### src/rtl/mem_fetch_unit_if.sv
// Byte-wide request/acknowledge read bus between the fetch unit and memory.
interface mem_fetch_unit_if;
  logic [15:0] mem_addr;
  logic        mem_req;
  logic        mem_ack;
  logic [7:0]  mem_rdata;

  modport master (output mem_addr, output mem_req, input mem_ack, input mem_rdata);
  modport slave  (input mem_addr, input mem_req, output mem_ack, output mem_rdata);
endinterface

### src/rtl/mem_fetch_unit.sv
// Memory fetch / register-load stage. Accepts an address-select code and a
// destination mask from the control unit, performs one byte read on the
// memory bus and writes the byte into every selected CPU register.
module mem_fetch_unit (
  input  logic             clk,
  input  logic             reset,
  input  logic [3:0]       mem_read,
  input  logic [15:0]      fetch,
  input  logic             pc_inc,
  output logic             busy,
  mem_fetch_unit_if.master bus,
  output logic [15:0]      PC,
  output logic [15:0]      AR,
  output logic [15:0]      X,
  output logic [15:0]      Y,
  output logic [15:0]      IR,
  output logic [7:0]       T,
  output logic [7:0]       DP,
  output logic [7:0]       A,
  output logic [7:0]       B
);

  typedef enum logic {IDLE, REQ} state_e;

  localparam int unsigned M_IR  = 0;
  localparam int unsigned M_ARL = 1;
  localparam int unsigned M_ARH = 2;
  localparam int unsigned M_T   = 3;
  localparam int unsigned M_A   = 4;
  localparam int unsigned M_B   = 5;
  localparam int unsigned M_XL  = 6;
  localparam int unsigned M_XH  = 7;
  localparam int unsigned M_YL  = 8;
  localparam int unsigned M_YH  = 9;
  localparam int unsigned M_DP  = 10;

  state_e      state_q, state_d;
  logic [10:0] mask_q, mask_d;
  logic [15:0] addr_q, addr_d;
  logic        req_q, req_d;
  logic [15:0] pc_q, pc_d, ar_q, ar_d, x_q, x_d, y_q, y_d, ir_q, ir_d;
  logic [7:0]  t_q, t_d, dp_q, dp_d, a_q, a_d, b_q, b_d;
  logic        start;

  // Destination bits above DP carry no meaning for this stage.
  logic unused_fetch_hi;
  assign unused_fetch_hi = ^fetch[15:11];

  // Next-state, address select and register-load logic.
  // NOTE: every signal written here gets a default first so no path leaves
  // it unassigned, which would otherwise infer a latch.
  always_comb begin
    state_d = state_q;
    mask_d  = mask_q;
    addr_d  = addr_q;
    req_d   = req_q;
    pc_d    = pc_q;
    ar_d    = ar_q;
    x_d     = x_q;
    y_d     = y_q;
    ir_d    = ir_q;
    t_d     = t_q;
    dp_d    = dp_q;
    a_d     = a_q;
    b_d     = b_q;
    start   = 1'b0;

    unique case (state_q)
      IDLE: begin
        if (pc_inc) pc_d = pc_q + 16'd1;
        // Address uses pre-increment register values.
        unique case (mem_read)
          4'd1:    begin addr_d = pc_q;              start = 1'b1; end
          4'd2:    begin addr_d = ar_q;              start = 1'b1; end
          4'd3:    begin addr_d = {dp_q, ar_q[7:0]}; start = 1'b1; end
          4'd4:    begin addr_d = {a_q, b_q};        start = 1'b1; end
          default: ;
        endcase
        if (start) begin
          mask_d  = fetch[10:0];
          req_d   = 1'b1;
          state_d = REQ;
        end
      end
      REQ: begin
        // Control inputs are deliberately ignored until the ack arrives.
        if (bus.mem_ack) begin
          if (mask_q[M_IR])  ir_d       = {8'h00, bus.mem_rdata};
          if (mask_q[M_ARL]) ar_d[7:0]  = bus.mem_rdata;
          if (mask_q[M_ARH]) ar_d[15:8] = bus.mem_rdata;
          if (mask_q[M_T])   t_d        = bus.mem_rdata;
          if (mask_q[M_A])   a_d        = bus.mem_rdata;
          if (mask_q[M_B])   b_d        = bus.mem_rdata;
          if (mask_q[M_XL])  x_d[7:0]   = bus.mem_rdata;
          if (mask_q[M_XH])  x_d[15:8]  = bus.mem_rdata;
          if (mask_q[M_YL])  y_d[7:0]   = bus.mem_rdata;
          if (mask_q[M_YH])  y_d[15:8]  = bus.mem_rdata;
          if (mask_q[M_DP])  dp_d       = bus.mem_rdata;
          req_d   = 1'b0;
          state_d = IDLE;
        end
      end
      default: state_d = IDLE;
    endcase
  end

  // State and register file update with synchronous reset.
  // NOTE: non-blocking assignments so every flop samples pre-edge values.
  always_ff @(posedge clk) begin
    if (reset) begin
      state_q <= IDLE;
      mask_q  <= '0;
      addr_q  <= '0;
      req_q   <= 1'b0;
      pc_q    <= '0;
      ar_q    <= '0;
      x_q     <= '0;
      y_q     <= '0;
      ir_q    <= '0;
      t_q     <= '0;
      dp_q    <= '0;
      a_q     <= '0;
      b_q     <= '0;
    end else begin
      state_q <= state_d;
      mask_q  <= mask_d;
      addr_q  <= addr_d;
      req_q   <= req_d;
      pc_q    <= pc_d;
      ar_q    <= ar_d;
      x_q     <= x_d;
      y_q     <= y_d;
      ir_q    <= ir_d;
      t_q     <= t_d;
      dp_q    <= dp_d;
      a_q     <= a_d;
      b_q     <= b_d;
    end
  end

  // busy tracks the outstanding request, so both come from the same flop.
  assign busy         = req_q;
  assign bus.mem_req  = req_q;
  assign bus.mem_addr = addr_q;
  assign PC = pc_q;
  assign AR = ar_q;
  assign X  = x_q;
  assign Y  = y_q;
  assign IR = ir_q;
  assign T  = t_q;
  assign DP = dp_q;
  assign A  = a_q;
  assign B  = b_q;

endmodule

### src/flat_wrapper.sv
// flat-port wrapper written by rule: the top's interface ports become plain ports
module mem_fetch_unit_flat 
  (clk, reset, mem_read, fetch, pc_inc, busy, PC, AR, X, Y, IR, T, DP, A, B, bus_mem_addr, bus_mem_req, bus_mem_ack, bus_mem_rdata);
  mem_fetch_unit_if bus_i ();
  input  logic clk;
  input  logic reset;
  input  logic [3:0] mem_read;
  input  logic [15:0] fetch;
  input  logic pc_inc;
  output logic busy;
  output logic [15:0] PC;
  output logic [15:0] AR;
  output logic [15:0] X;
  output logic [15:0] Y;
  output logic [15:0] IR;
  output logic [7:0] T;
  output logic [7:0] DP;
  output logic [7:0] A;
  output logic [7:0] B;
  output wire logic [$bits(bus_i.mem_addr)-1:0] bus_mem_addr;
  output wire logic [$bits(bus_i.mem_req)-1:0] bus_mem_req;
  input wire logic [$bits(bus_i.mem_ack)-1:0] bus_mem_ack;
  input wire logic [$bits(bus_i.mem_rdata)-1:0] bus_mem_rdata;
  assign bus_mem_addr = bus_i.mem_addr;
  assign bus_mem_req = bus_i.mem_req;
  assign bus_i.mem_ack = bus_mem_ack;
  assign bus_i.mem_rdata = bus_mem_rdata;
  mem_fetch_unit u_core (.clk(clk), .reset(reset), .mem_read(mem_read), .fetch(fetch), .pc_inc(pc_inc), .busy(busy), .bus(bus_i), .PC(PC), .AR(AR), .X(X), .Y(Y), .IR(IR), .T(T), .DP(DP), .A(A), .B(B));
endmodule
### config.mk
export PLATFORM = sky130hd
export DESIGN_NAME = mem_fetch_unit_flat
export DESIGN_NICKNAME = d
export VERILOG_FILES = /design/src/rtl/mem_fetch_unit_if.sv /design/src/rtl/mem_fetch_unit.sv /design/src/flat_wrapper.sv
export SDC_FILE = /design/constraint.sdc
export NUM_CORES = 1
export LEC_CHECK = 0
export ABC_CLOCK_PERIOD_IN_PS = 5000
export BUFFER_PORTS_ARGS = -buffer_cell sky130_fd_sc_hd__clkbuf_2
export CORE_MARGIN = 8
export CORE_UTILIZATION = 45
export DETAILED_ROUTE_END_ITERATION = 8
export PLACE_DENSITY = 0.69
export SLEW_MARGIN = 20
export SYNTH_ARGS = -nofsm -noshare
export SYNTH_HDL_FRONTEND = slang
export SYNTH_SLANG_ARGS = --single-unit
### constraint.sdc
create_clock -name clk -period 5 [get_ports clk]
set_input_delay 0.5 -clock clk [delete_from_list [all_inputs] [get_ports clk]]
set_output_delay 0.5 -clock clk [all_outputs]
set_load 0.01 [all_outputs]
**Word level (Yosys, flattened, before mapping)**

Index checks and enable logic that the tools add are counted.

- Add/subtract/negate cells: 1
- Multipliers: 0
- Divide/modulo/power cells: 0
- Order comparisons: 0
- Eq/ne operators: 6
- Shift operators: 0
- Multiplexer cells: 9
- Bitwise gates (word level): 1
- Reduce and logical (&&, ||, !) cells: 17

Operator list:

| operator | number |
|---|---|
| 16-bit case mux with 4 select lines | 1 |
| 3-bit AND reduction | 11 |
| 16-bit by 1-bit adder with 16-bit output, second input constant | 1 |
| 4-bit by 2-bit equality test with 1-bit output, second input constant | 2 |
| 2-bit AND reduction | 4 |
| 1-bit two-way mux | 6 |
| 4-bit by 1-bit equality test with 1-bit output, second input constant | 1 |
| 4-bit by 3-bit equality test with 1-bit output, second input constant | 1 |
| 2-bit inequality test, second input constant | 2 |
| 1-bit case mux with 2 select lines | 2 |
| 4-bit nonzero test | 1 |
| 4-bit OR reduction | 1 |
| 1-bit NOT | 1 |

- Bits in registers: 133
- Latch bits: 0
- Bits in writable memories: 0
- Bits in read-only memories: 0
- Input bits: 32
- Output and inout port bits: 130
- Memories kept: 0

**Logic depth before layout (Yosys ltp)**

Gate-level depths: netlist of the first run.

- Depth after elaboration: 6
- Gate-level depth with buffers: 7
- Mapped depth without buffers: 5

**Worst setup path before layout of the first run**

No wires, ideal clock.

- Kind: register -> register
- From: register u_core.pc_q[0] (netlist: u_core.PC[0])
- To: register u_core.pc_q[14] (netlist: u_core.PC[14])
- Library setup time: 0.070 ns
- Arrival time: 1.852 ns
- Data required time: 4.930 ns
- Slack: 3.078 ns
- Stages on the path, launching flop included: 6
- Buffers on the path: 0
- Period minus slack after synthesis: 1.922 ns
- Cell sequence: dfxtp_1 ha_1 nand4b_1 or4_2 or3_1 a21oi_1

- Word-level cells in the longest chain between the ends: 1

Ends and longest elaborated chain:

| item | RTL line | source |
|---|---|---|
| start: declaration | mem_fetch_unit.sv:41 | `logic [15:0] pc_q, pc_d, ar_q, ar_d, x_q, x_d, y_q, y_d, ir_q, ir_d;` |
| start signal: assignment | mem_fetch_unit.sv:129 | `pc_q <= pc_d;` |
| 16-bit by 1-bit adder with 16-bit output | mem_fetch_unit.sv:70 | `if (pc_inc) pc_d = pc_q + 16'd1;` |

No other way between the ends.
A chain may end at the register's enable or synchronous reset.

**Worst setup path in the final report of the first run**

- From: input port mem_read[0]
- To: register u_core.addr_q[12] (netlist: u_core.bus.mem_addr[12])

- Word-level cells in the longest chain between the ends: 3
- Elaborated cells on any way between the ends: 7
- Those cells by class: eq/ne: 4; mux: 1; reduce/logical: 2

Ends and longest elaborated chain:

| item | RTL line | source |
|---|---|---|
| start: declaration | flat_wrapper.sv:7 | `input logic [3:0] mem_read;` |
| 4-bit by 1-bit equality test with 1-bit output, or another cell as far along | mem_fetch_unit.sv:72 | `unique case (mem_read)` |
| 4-bit nonzero test (no line) | - |  |
| 2-bit AND reduction (no line) | - |  |
| end signal: assignment | mem_fetch_unit.sv:127 | `addr_q <= addr_d;` |
| end: declaration | mem_fetch_unit.sv:39 | `logic [15:0] addr_q, addr_d;` |

Several ways; a longest one is shown, not always the timed one.

==> impl_metrics.py, run 1 <==
metrics = {
    "run_status": {
        "status": "complete, no violations",
    },
    "power": {
        "ir_drop_uv": 255.6,
        "power_density_nw_per_um2": 380.2,
        "leakage_uw": 0.002551,
    },
    "sta": {
        "relSlewSlack_pct": 36.09,
        "worst_clock_skew_ns": 0.007971,
        "hold_viol_final": 0,
        "max_clock_freq_mhz": 433.3,
        "period_share_pct": 46.15,
        "worstMarginPinSlew_ns": 0.9586,
        "tns_ns": 0,
        "fin_ws_ns": 2.692,
        "setup_viol": 0,
        "drv_slew": 0,
        "layout_min_cycle_time_ns": 2.308,
        "rsz0062_at_grt": "false",
    },
    "cts": {
        "ctsHoldBuffers": 0,
        "cts_tree": "built",
        "cts_made_buffers": 17,
        "cts_setup_buffers": 0,
        "cts_resized": 0,
        "clock_sinks": 133,
        "clk_pin_slew_ns": 0.06,
        "cts.path.max_buffers": 2,
        "clkLatencyLatePin_ns": 0.41,
        "cts_root_buf": "clkbuf_16",
        "htree_levels": 4,
    },
    "critical_path": {
        "ff2ff_setup_slack_ns": 2.89,
        "crit_start": "mem_read[0]",
        "end_kind": "flip-flop",
        "crit_arrival_ns": 2.62,
        "worstReg2RegEnd": "u_core.PC[14]",
        "crit_fanout": 25,
        "required_ns": 5.31,
        "rr_worst_depth": 5,
        "critical_path_class": "input pin to flip-flop",
        "critPathLaunchType": "input pin",
        "reg2reg_from": "u_core.PC[1]",
    },
    "worst_hold_path": {
        "hold_depth": 3,
        "min_from": "fetch[0]",
        "hold_class": "input pin to flip-flop",
        "hold_end": "u_core.mask_q[0]",
    },
    "final_layout": {
        "fin_util_pct": 57.54,
        "final_layout_size_suffix_gt1_share_pct": 24.36,
        "layout.cells.non_filler": 927,
        "final_area_um2": 6626,
        "syn2layout_area_growth_pct": 24.12,
        "nets": 805,
        "antenna_cells": 0,
        "fillers": 1074,
    },
    "die": {
        "die_w_um": 124.9,
        "num_rows": 39,
        "initial_core_util_pct": 46.36,
        "io_pins": 162,
        "die-area_um2": 15610,
        "die_y_um": 124.9,
        "core_um2": 11520,
    },
    "global_routing": {
        "antenna_found_initial": 0,
        "grt_pass1_wl_um": 25590,
        "grt_max_degree": 80,
        "grt_util_all_layers_pct": 20.06,
        "overflow": 0,
        "grt_pass1_vias": 4910,
    },
    "placed_design": {
        "dpl-instance-area_um2": 6013,
        "place_hpwl_um": 11190,
        "dp_cells": 896,
        "gp_congestion": 0.8369,
        "pre_cts_slack_ns": 1.802,
        "portBuffers": 148,
    },
    "synth": {
        "netlist.area_leader.share_pct": 49.87,
        "synth_area_um2": 5339,
        "yosys_warnings": 0,
        "synth_cell_types": 43,
        "yosysTopAreaCell": "dfxtp_1",
        "yosysSeqAreaShare_pct": 49.87,
        "synthCells": 660,
        "synth-edff-count": 0,
        "ys_async_sr_fraction_pct": 0,
        "synthTopCellsByCount": "dfxtp_1 (133), nand2_1 (127), a21oi_1 (105)",
        "synth-main-ff-cell": "dfxtp_1",
        "synth_area_per_cell_um2": 8.089,
        "yosys.cell_count.top_type": "dfxtp_1",
        "synthTopCellsByArea": "dfxtp_1 (50%), a21oi_1 (9.8%), nand2_1 (8.9%)",
        "synth-seq-cells": 133,
    },
    "route": {
        "wl_per_cell_um": 17.50,
        "vias_per_cell": 5.611,
        "drc_errors": 0,
        "vias": 5201,
        "drt_iter0_markers": 446,
        "wirelength_um": 16230,
        "firstDrtPassIters": 7,
        "route.antenna.remaining_nets": 0,
    },
    "run": {
        "maxCapViolations": 0,
    },
}
-- cells in the final DEF, fill, tap and decap left out, drive strengths merged, types with 2 or more instances in the layout --
master  synthesis  routed
buf            22       5
nand4           4       4
clkinv          1       7
nor3           12      12
a21oi         105     105
inv             4       4
nor4            2       2
bufinv          0       4
xor2            4       4
or3             4       4
nand3          89      89
a211oi          8       8
xnor2           6       6
or4             3       3
nand2         127     127
clkbuf         44     167
conb            1       8
dfxtp         133     133
nor2           37      37
a22o            8       8
o21ai           6       6
a221oi         16      16
mux2i           9       9
-- power by group --
part | total, uW | switching [uW] | internal, uW | leakage (uW)
Combinational | 140 | 98.1 | 42.1 | 0.00118
Clock | 1270 | 437 | 838 | 0.000299
Sequential | 1100 | 23.8 | 1080 | 0.00108
-- routing by layer --
metal  GRT usage (%)  part of all wire [%]  up-vias  routed length, um
met5               0                     0        -                  0
li1                -                     -     2496                  -
met3           6.507                   8.6       24               1394
met1           24.50                    43     2451               6903
met2           32.03                    47      230               7663
met4           8.238                   1.6        0                265
-- worst max path at each step --
stage	to	slack, ns
final	u_core.bus.mem_addr[12]	2.69
after global routing	u_core.bus.mem_addr[10]	2.47
after CTS	u_core.bus.mem_addr[15]	2.25
after detailed placement	u_core.bus.mem_addr[15]	1.80
after global placement	u_core.bus.mem_addr[8]	1.89
after floorplan	u_core.PC[14]	3.08
-- final cells by class --
type | count | area [um2] | area share (%)
sequential | 133 | 2663 | 40.18
multi-input combinational | 463 | 2389 | 36.05
timing repair buffer | 152 | 773.2 | 11.67
clock buffer | 20 | 446.7 | 6.741
tap | 143 | 178.9 | 2.700
clock inverter | 11 | 157.7 | 2.379
inverter | 5 | 18.77 | 0.2832
-- through the flow --
step           hold WS [ns]  power, uW
2_1_floorplan        0.4778       1218
3_3_place_gp         0.4445       1262
3_5_place_dp         0.4502       1265
4_1_cts              0.2960       2535
5_1_grt              0.3089       2595
6_report             0.3132       2519
-- critical path, stage by stage --
cell	delay, ns
clkbuf_2	0.25
nor3b_2	0.66
o21a_1	0.54
buf_4	0.38
nor2_1	0.07
a211oi_1	0.22
-- logic make-up after synthesis --
logic type | synth area share, %
xor gates and xnor gates | 1.640
buffers and inverters | 6.140
muxes | 1.687
AOI/OAI and AO/OA | 15.94
and+or+nand+nor | 24.42
adders and majority gates | 0.2343
DFF | 49.87
other | 0.07024
-- flip-flops by register name, indices dropped and copies added (netlist names) --
| name | count |
|---|---|
| u_core.IR | 8 |
| u_core.bus.mem_addr | 16 |
| u_core.AR | 16 |
| u_core.state_q | 1 |
| u_core.bus.mem_req | 1 |
| u_core.A | 8 |
| u_core.T | 8 |
| u_core.B | 8 |
| u_core.mask_q | 11 |
| u_core.Y | 16 |
| u_core.X | 16 |
| u_core.PC | 16 |
| u_core.DP | 8 |
(Power assumes the default switching activity.)
==> inputs of run 2 (changes only) <==
Settings changed: ABC_CLOCK_PERIOD_IN_PS 5000 to 2200.
Clock period 5 ns to 2.2 ns, I/O delays scaled along.
==> run 2 against run 1 <==
Effect of this change: combinational power up 150%; routed wire length is 3.1% higher; clock power up 110%; register-to-register slack worse by 2.7 ns; largest power group unchanged; highest routed layer is now met5.
==> impl_metrics.py, run 2 (synthesis gave the netlist of run 1 again) <==
metrics = {
    "final_layout": {
        "layout_commonest_cell": "clkbuf_2",
        "final_area_um2": 6694,
        "antenna_cells": 0,
        "nets": 816,
        "final_layout_size_suffix_gt1_share_pct": 25.16,
        "fin_util_pct": 58.13,
        "seq_area_um2": 2665,
        "syn2layout_area_growth_pct": 25.38,
        "final_cell_mix": "clkbuf_2 (147), dfxtp_1 (131), nand2_1 (127)",
        "layout.cells.non_filler": 938,
        "fillers": 1061,
        "multiInputGateArea_um2": 2384,
    },
    "global_routing": {
        "grt_util_all_layers_pct": 20.95,
        "antenna_found_initial": 1,
        "top_usage_layer": "met2",
        "grt_pass1_vias": 5080,
        "grt_pass1_wl_um": 26480,
        "overflow": 0,
        "grt_use_met3_pct": 8.091,
        "grt_max_degree": 71,
        "use_met2_pct": 33.89,
        "met1_usage_pct": 25.17,
    },
    "critical_path": {
        "crit_arrival_ns": 2.32,
        "end_kind": "flip-flop",
        "critical_path.max_stage_delay_ns": 0.65,
        "crit_fanout": 6,
        "critical_path_class": "flip-flop to flip-flop",
        "required_ns": 2.55,
        "critPathLaunchType": "flip-flop",
        "path_cells": "ha_1 > nand4b_1 > or4_2 > or3_1 > a21oi_1",
        "slowest_stage": "or4_2",
    },
    "run": {
        "maxCapViolations": 0,
    },
    "placed_design": {
        "portBuffers": 148,
        "gp_congestion": 0.8640,
        "dp_cells": 907,
        "pre_cts_slack_ns": 0.1887,
        "dpl-instance-area_um2": 6125,
        "place_hpwl_um": 11630,
    },
    "cts": {
        "clock_sinks": 133,
        "cts.path.max_buffers": 2,
        "cts_setup_buffers": 0,
        "htree_levels": 4,
        "cts_tree": "built",
        "cts_root_buf": "clkbuf_16",
        "clkLatencyLatePin_ns": 0.42,
        "cts_made_buffers": 17,
        "clk_pin_slew_ns": 0.05,
    },
    "sta": {
        "rsz0062_at_grt": "false",
        "tns_ns": 0,
        "drv_slew": 0,
        "period_share_pct": 89.66,
        "worst_clock_skew_ns": 0.003925,
        "hold_viol_final": 0,
        "layout_min_cycle_time_ns": 1.973,
        "relSlewSlack_pct": 50.86,
        "setup_viol": 0,
        "max_clock_freq_mhz": 506.9,
        "worstMarginPinSlew_ns": 0.7370,
        "fin_ws_ns": 0.2274,
    },
    "run_status": {
        "status": "complete, no violations",
    },
    "power": {
        "p_sw_share_pct": 22.88,
        "leakage_uw": 0.002596,
        "power_density_nw_per_um2": 831.4,
        "p_switching_uw": 1273,
        "power_frac_seq_pct": 45.1,
        "ir_drop_uv": 477.2,
        "p_comb_share_pct": 6.2,
        "power_frac_clock_pct": 48.8,
        "p_int_uw": 4292,
    },
    "route": {
        "vias": 5290,
        "drc_errors": 0,
        "route.antenna.remaining_nets": 0,
        "wl_per_cell_um": 17.84,
        "wirelength_um": 16740,
        "firstDrtPassIters": 5,
        "vias_per_cell": 5.640,
        "drt_iter0_markers": 561,
    },
    "worst_hold_path": {
        "hold_class": "input pin to flip-flop",
    },
    "die": {
        "die-area_um2": 15610,
        "io_pins": 162,
        "core_um2": 11520,
        "initial_core_util_pct": 46.36,
        "die_y_um": 124.9,
        "die_w_um": 124.9,
        "num_rows": 39,
    },
}
[run 2: critical path: cells and delay by family (launching register included)]
family / cells / cell delay, ns
adder cells (fa/ha/maj): 1 / 0.21
AND/OR/NAND/NOR: 3 / 1.15
flip-flops: 1 / 0.40
AO/OA/AOI/OAI: 1 / 0.15
[run 2: path summary, 6_finish.rpt]
check                     from               end  slack, ns  depth (start not counted)
setup / recovery  u_core.PC[1]     u_core.PC[14]       0.23                          5
hold / removal        fetch[4]  u_core.mask_q[4]       0.03                          3
setup reg to reg  u_core.PC[1]     u_core.PC[14]       0.23                          5
hold reg to reg    u_core.T[0]       u_core.T[0]       0.45                          2
[run 2: power groups by stage]
stage                     Sequential (uW)  Combinational (uW)  Clock (uW)
after CTS                            2510                 342        2740
final                                2510                 343        2710
after detailed placement             2560                 341           0
after global routing                 2510                 372        2860
after global placement               2550                 333           0
after floorplan                      2540                 224           0
[run 2: per-layer routing]
| metal | vias up | share of wire, % |
|---|---|---|
| met5 | - | 0.078 |
| met4 | 2 | 1.5 |
| met3 | 25 | 9.0 |
| met2 | 229 | 47 |
| met1 | 2509 | 42 |
| li1 | 2525 | - |
[run 2: stage by stage]
stage / hold slack (ns) / power [uW]
final: 0.02632 / 5566
after floorplan: 0.3533 / 2768
after global routing: 0.01925 / 5742
after global placement: 0.4446 / 2887
after CTS: 0.007765 / 5593
after detailed placement: 0.4488 / 2899
[run 2: cell type report]
type	count	area share, %
repair buffers	163	13.16
flip-flops and latches	133	39.81
clock buffers	28	7.869
inverters	5	0.2804
multi-input cells	463	35.61
clock inverters	3	0.5981
well taps	143	2.673
[run 2: what timing repair did]
item / in CTS / in global routing
hold endpoints to repair: 0 / 0
endpoints found under the setup margin: 0 / 1
gates resized for setup: 0 / 2
hold buffers: 0 / 0
==> inputs of run 3 (changes only) <==
Settings changed: ABC_AREA set to 1.
==> run 3 against run 2 <==
Effect of this change: synthesized cell count increased by 11%; synthesized area increased by 0.91%; clock skew is 0.0027 ns higher; total power grew 4.5%; highest routed layer is now met4; cell count grew 8.2%; core utilization decreased by 1.5 points; flip-flop and latch count unchanged; clock-buffer cell count fell by 6; sequential power about the same; routed wire length is 1.1% lower; first-iteration DRC count down 39%.
==> impl_metrics.py, run 3 <==
metrics = {
    "power": {
        "ir_drop_uv": 478.3,
        "power_density_nw_per_um2": 865.5,
        "power.total_uw": 5814,
        "leakage_uw": 0.002832,
    },
    "critical_path": {
        "critPathLaunchType": "flip-flop",
        "crit_fanout": 39,
        "reg2reg_from": "u_core.state_q",
        "ff2ff_setup_slack_ns": 0.59,
        "end_kind": "flip-flop",
        "critical_path.max_stage_delay_ns": 0.39,
        "critical_path_class": "flip-flop to flip-flop",
        "path_cells": "nand2_1 > inv_2 > buf_4 > nand2_1 > nand2_1 > a21oi_1",
        "rr_worst_depth": 6,
        "slowest_stage": "dfxtp_1",
        "crit_arrival_ns": 1.88,
        "worstReg2RegEnd": "u_core.DP[7]",
        "required_ns": 2.47,
        "crit_buf_inv": 2,
        "path_common_cell": "nand2_1",
        "critPathTopFamily": "simple AND/OR/NAND/NOR gates",
        "crit_start": "u_core.state_q",
    },
    "synth": {
        "synth-main-ff-cell": "dfxtp_1",
        "synthTopCellsByArea": "dfxtp_1 (49%), a21oi_1 (9.6%), nand2_1 (9.5%)",
        "synth-seq-cells": 133,
        "netlist.area_leader.share_pct": 49.42,
        "synthCells": 732,
        "synth_cell_types": 27,
        "yosysTopAreaCell": "dfxtp_1",
        "yosys.cell_count.top_type": "nand2_1",
        "synth_area_per_cell_um2": 7.360,
        "synth-edff-count": 0,
        "synth_area_um2": 5388,
        "yosysSeqAreaShare_pct": 49.42,
        "ys_async_sr_fraction_pct": 0,
        "yosys_warnings": 0,
        "synthTopCellsByCount": "nand2_1 (136), dfxtp_1 (133), a21oi_1 (103)",
    },
    "sta": {
        "layout_min_cycle_time_ns": 1.611,
        "tns_ns": 0,
        "worst_clock_skew_ns": 0.006618,
        "period_share_pct": 73.22,
        "worstMarginPinSlew_ns": 0.7986,
        "hold_viol_final": 0,
        "max_clock_freq_mhz": 620.8,
        "setup_viol": 0,
        "drv_slew": 0,
        "relSlewSlack_pct": 46.43,
        "whs_ns": 0.04995,
        "rsz0062_at_grt": "false",
        "fin_ws_ns": 0.5891,
    },
    "placed_design": {
        "portBuffers": 148,
        "place_hpwl_um": 11370,
        "pre_cts_slack_ns": 0.5543,
        "gp_congestion": 0.8943,
        "dpl-instance-area_um2": 6113,
    },
    "cts": {
        "cts_setup_buffers": 0,
        "cts_tree": "built",
        "cts_resized": 0,
        "htree_levels": 4,
        "clk_pin_slew_ns": 0.06,
        "cts_made_buffers": 17,
        "clock_sinks": 133,
        "cts.path.max_buffers": 2,
        "clkLatencyLatePin_ns": 0.42,
        "cts_root_buf": "clkbuf_16",
        "ctsHoldBuffers": 0,
    },
    "final_layout": {
        "syn2layout_area_growth_pct": 24.69,
        "final_cell_mix": "clkbuf_2 (148), nand2_1 (136), dfxtp_1 (133)",
        "nets": 887,
        "final_area_um2": 6718,
        "final_layout_size_suffix_gt1_share_pct": 22.49,
        "layout_commonest_cell": "clkbuf_2",
    },
    "die": {
        "die-area_um2": 15730,
        "die_w_um": 125.4,
        "num_rows": 40,
        "io_pins": 162,
        "core_um2": 11860,
        "initial_core_util_pct": 45.42,
        "die_y_um": 125.4,
    },
    "worst_hold_path": {
        "hold_depth": 3,
        "hold_class": "input pin to flip-flop",
        "min_from": "fetch[7]",
        "hold_end": "u_core.mask_q[7]",
    },
    "route": {
        "wirelength_um": 16550,
        "drc_errors": 0,
        "vias": 5296,
        "wl_per_cell_um": 16.31,
        "drt_iter0_markers": 343,
        "vias_per_cell": 5.218,
        "firstDrtPassIters": 5,
        "route.antenna.remaining_nets": 0,
    },
    "global_routing": {
        "antenna_found_initial": 0,
        "grt_pass1_wl_um": 26060,
        "grt_util_all_layers_pct": 20.77,
        "grt_pass1_vias": 4953,
        "grt_max_degree": 70,
        "overflow": 0,
    },
    "run_status": {
        "status": "complete, no violations",
    },
    "run": {
        "maxCapViolations": 0,
    },
}
## run 3: layout make-up
type | instances | area [um2]
Antenna cell | 1 | 2.502
Clock buffer | 22 | 474.2
Clock inverter | 10 | 127.6
Fill cell | 1172 | 5144
Inverter | 62 | 232.7
Multi-Input combinational cell | 486 | 2236
Sequential cell | 133 | 2663
Tap cell | 147 | 183.9
Timing Repair Buffer | 154 | 798.3
## run 3: worst reg2reg max path, delay by kind of cell, from the launching register on
| family | cells | cell delay (ns) |
|---|---|---|
| AO/OA/AOI/OAI | 1 | 0.06 |
| buffers and inverters | 2 | 0.47 |
| flip-flops | 1 | 0.39 |
| AND/OR/NAND/NOR | 3 | 0.53 |
## run 3: kinds of logic after synthesis
logic type                 count (synthesis)  share of synthesized area, %
AOI/OAI and AO/OA                        173                         16.56
buffers and inverters                    120                         9.568
adders and majority gates                  1                        0.2322
other                                      1                       0.06960
and+or+nand+nor                          304                         24.15
DFF                                      133                         49.42
## run 3: worst max path at each step
| stage | end | slack [ns] | depth (start not counted) |
|---|---|---|---|
| 2_1_floorplan | u_core.PC[12] | 0.92 | 6 |
| 3_3_place_gp | u_core.A[3] | 0.58 | 5 |
| 3_5_place_dp | u_core.A[5] | 0.55 | 5 |
| 4_1_cts | u_core.DP[1] | 0.60 | 6 |
| 5_1_grt | u_core.DP[5] | 0.42 | 6 |
| 6_report | u_core.DP[7] | 0.59 | 6 |
## run 3: stage by stage
stage | cells | util, %
5_1_grt | 1014 | 56.61
3_5_place_dp | 982 | 51.54
2_1_floorplan | 739 | -
6_report | 1015 | 56.64
4_1_cts | 1014 | 56.61
3_3_place_gp | 982 | 51.54
## run 3: where the power goes
part	leakage [uW]	internal [uW]	switching, uW
Combinational	0.00146	122	272
Sequential	0.00108	2470	67.7
Clock	0.000299	1860	1020
## run 3: layer usage
layer  track usage (%)  up-vias  wire (um)
met1             26.13     2429       7517
met2             31.82      195       7374
met4             7.665        0        298
met3             7.565       23       1363
met5                 0        -          0
li1                  -     2649          -
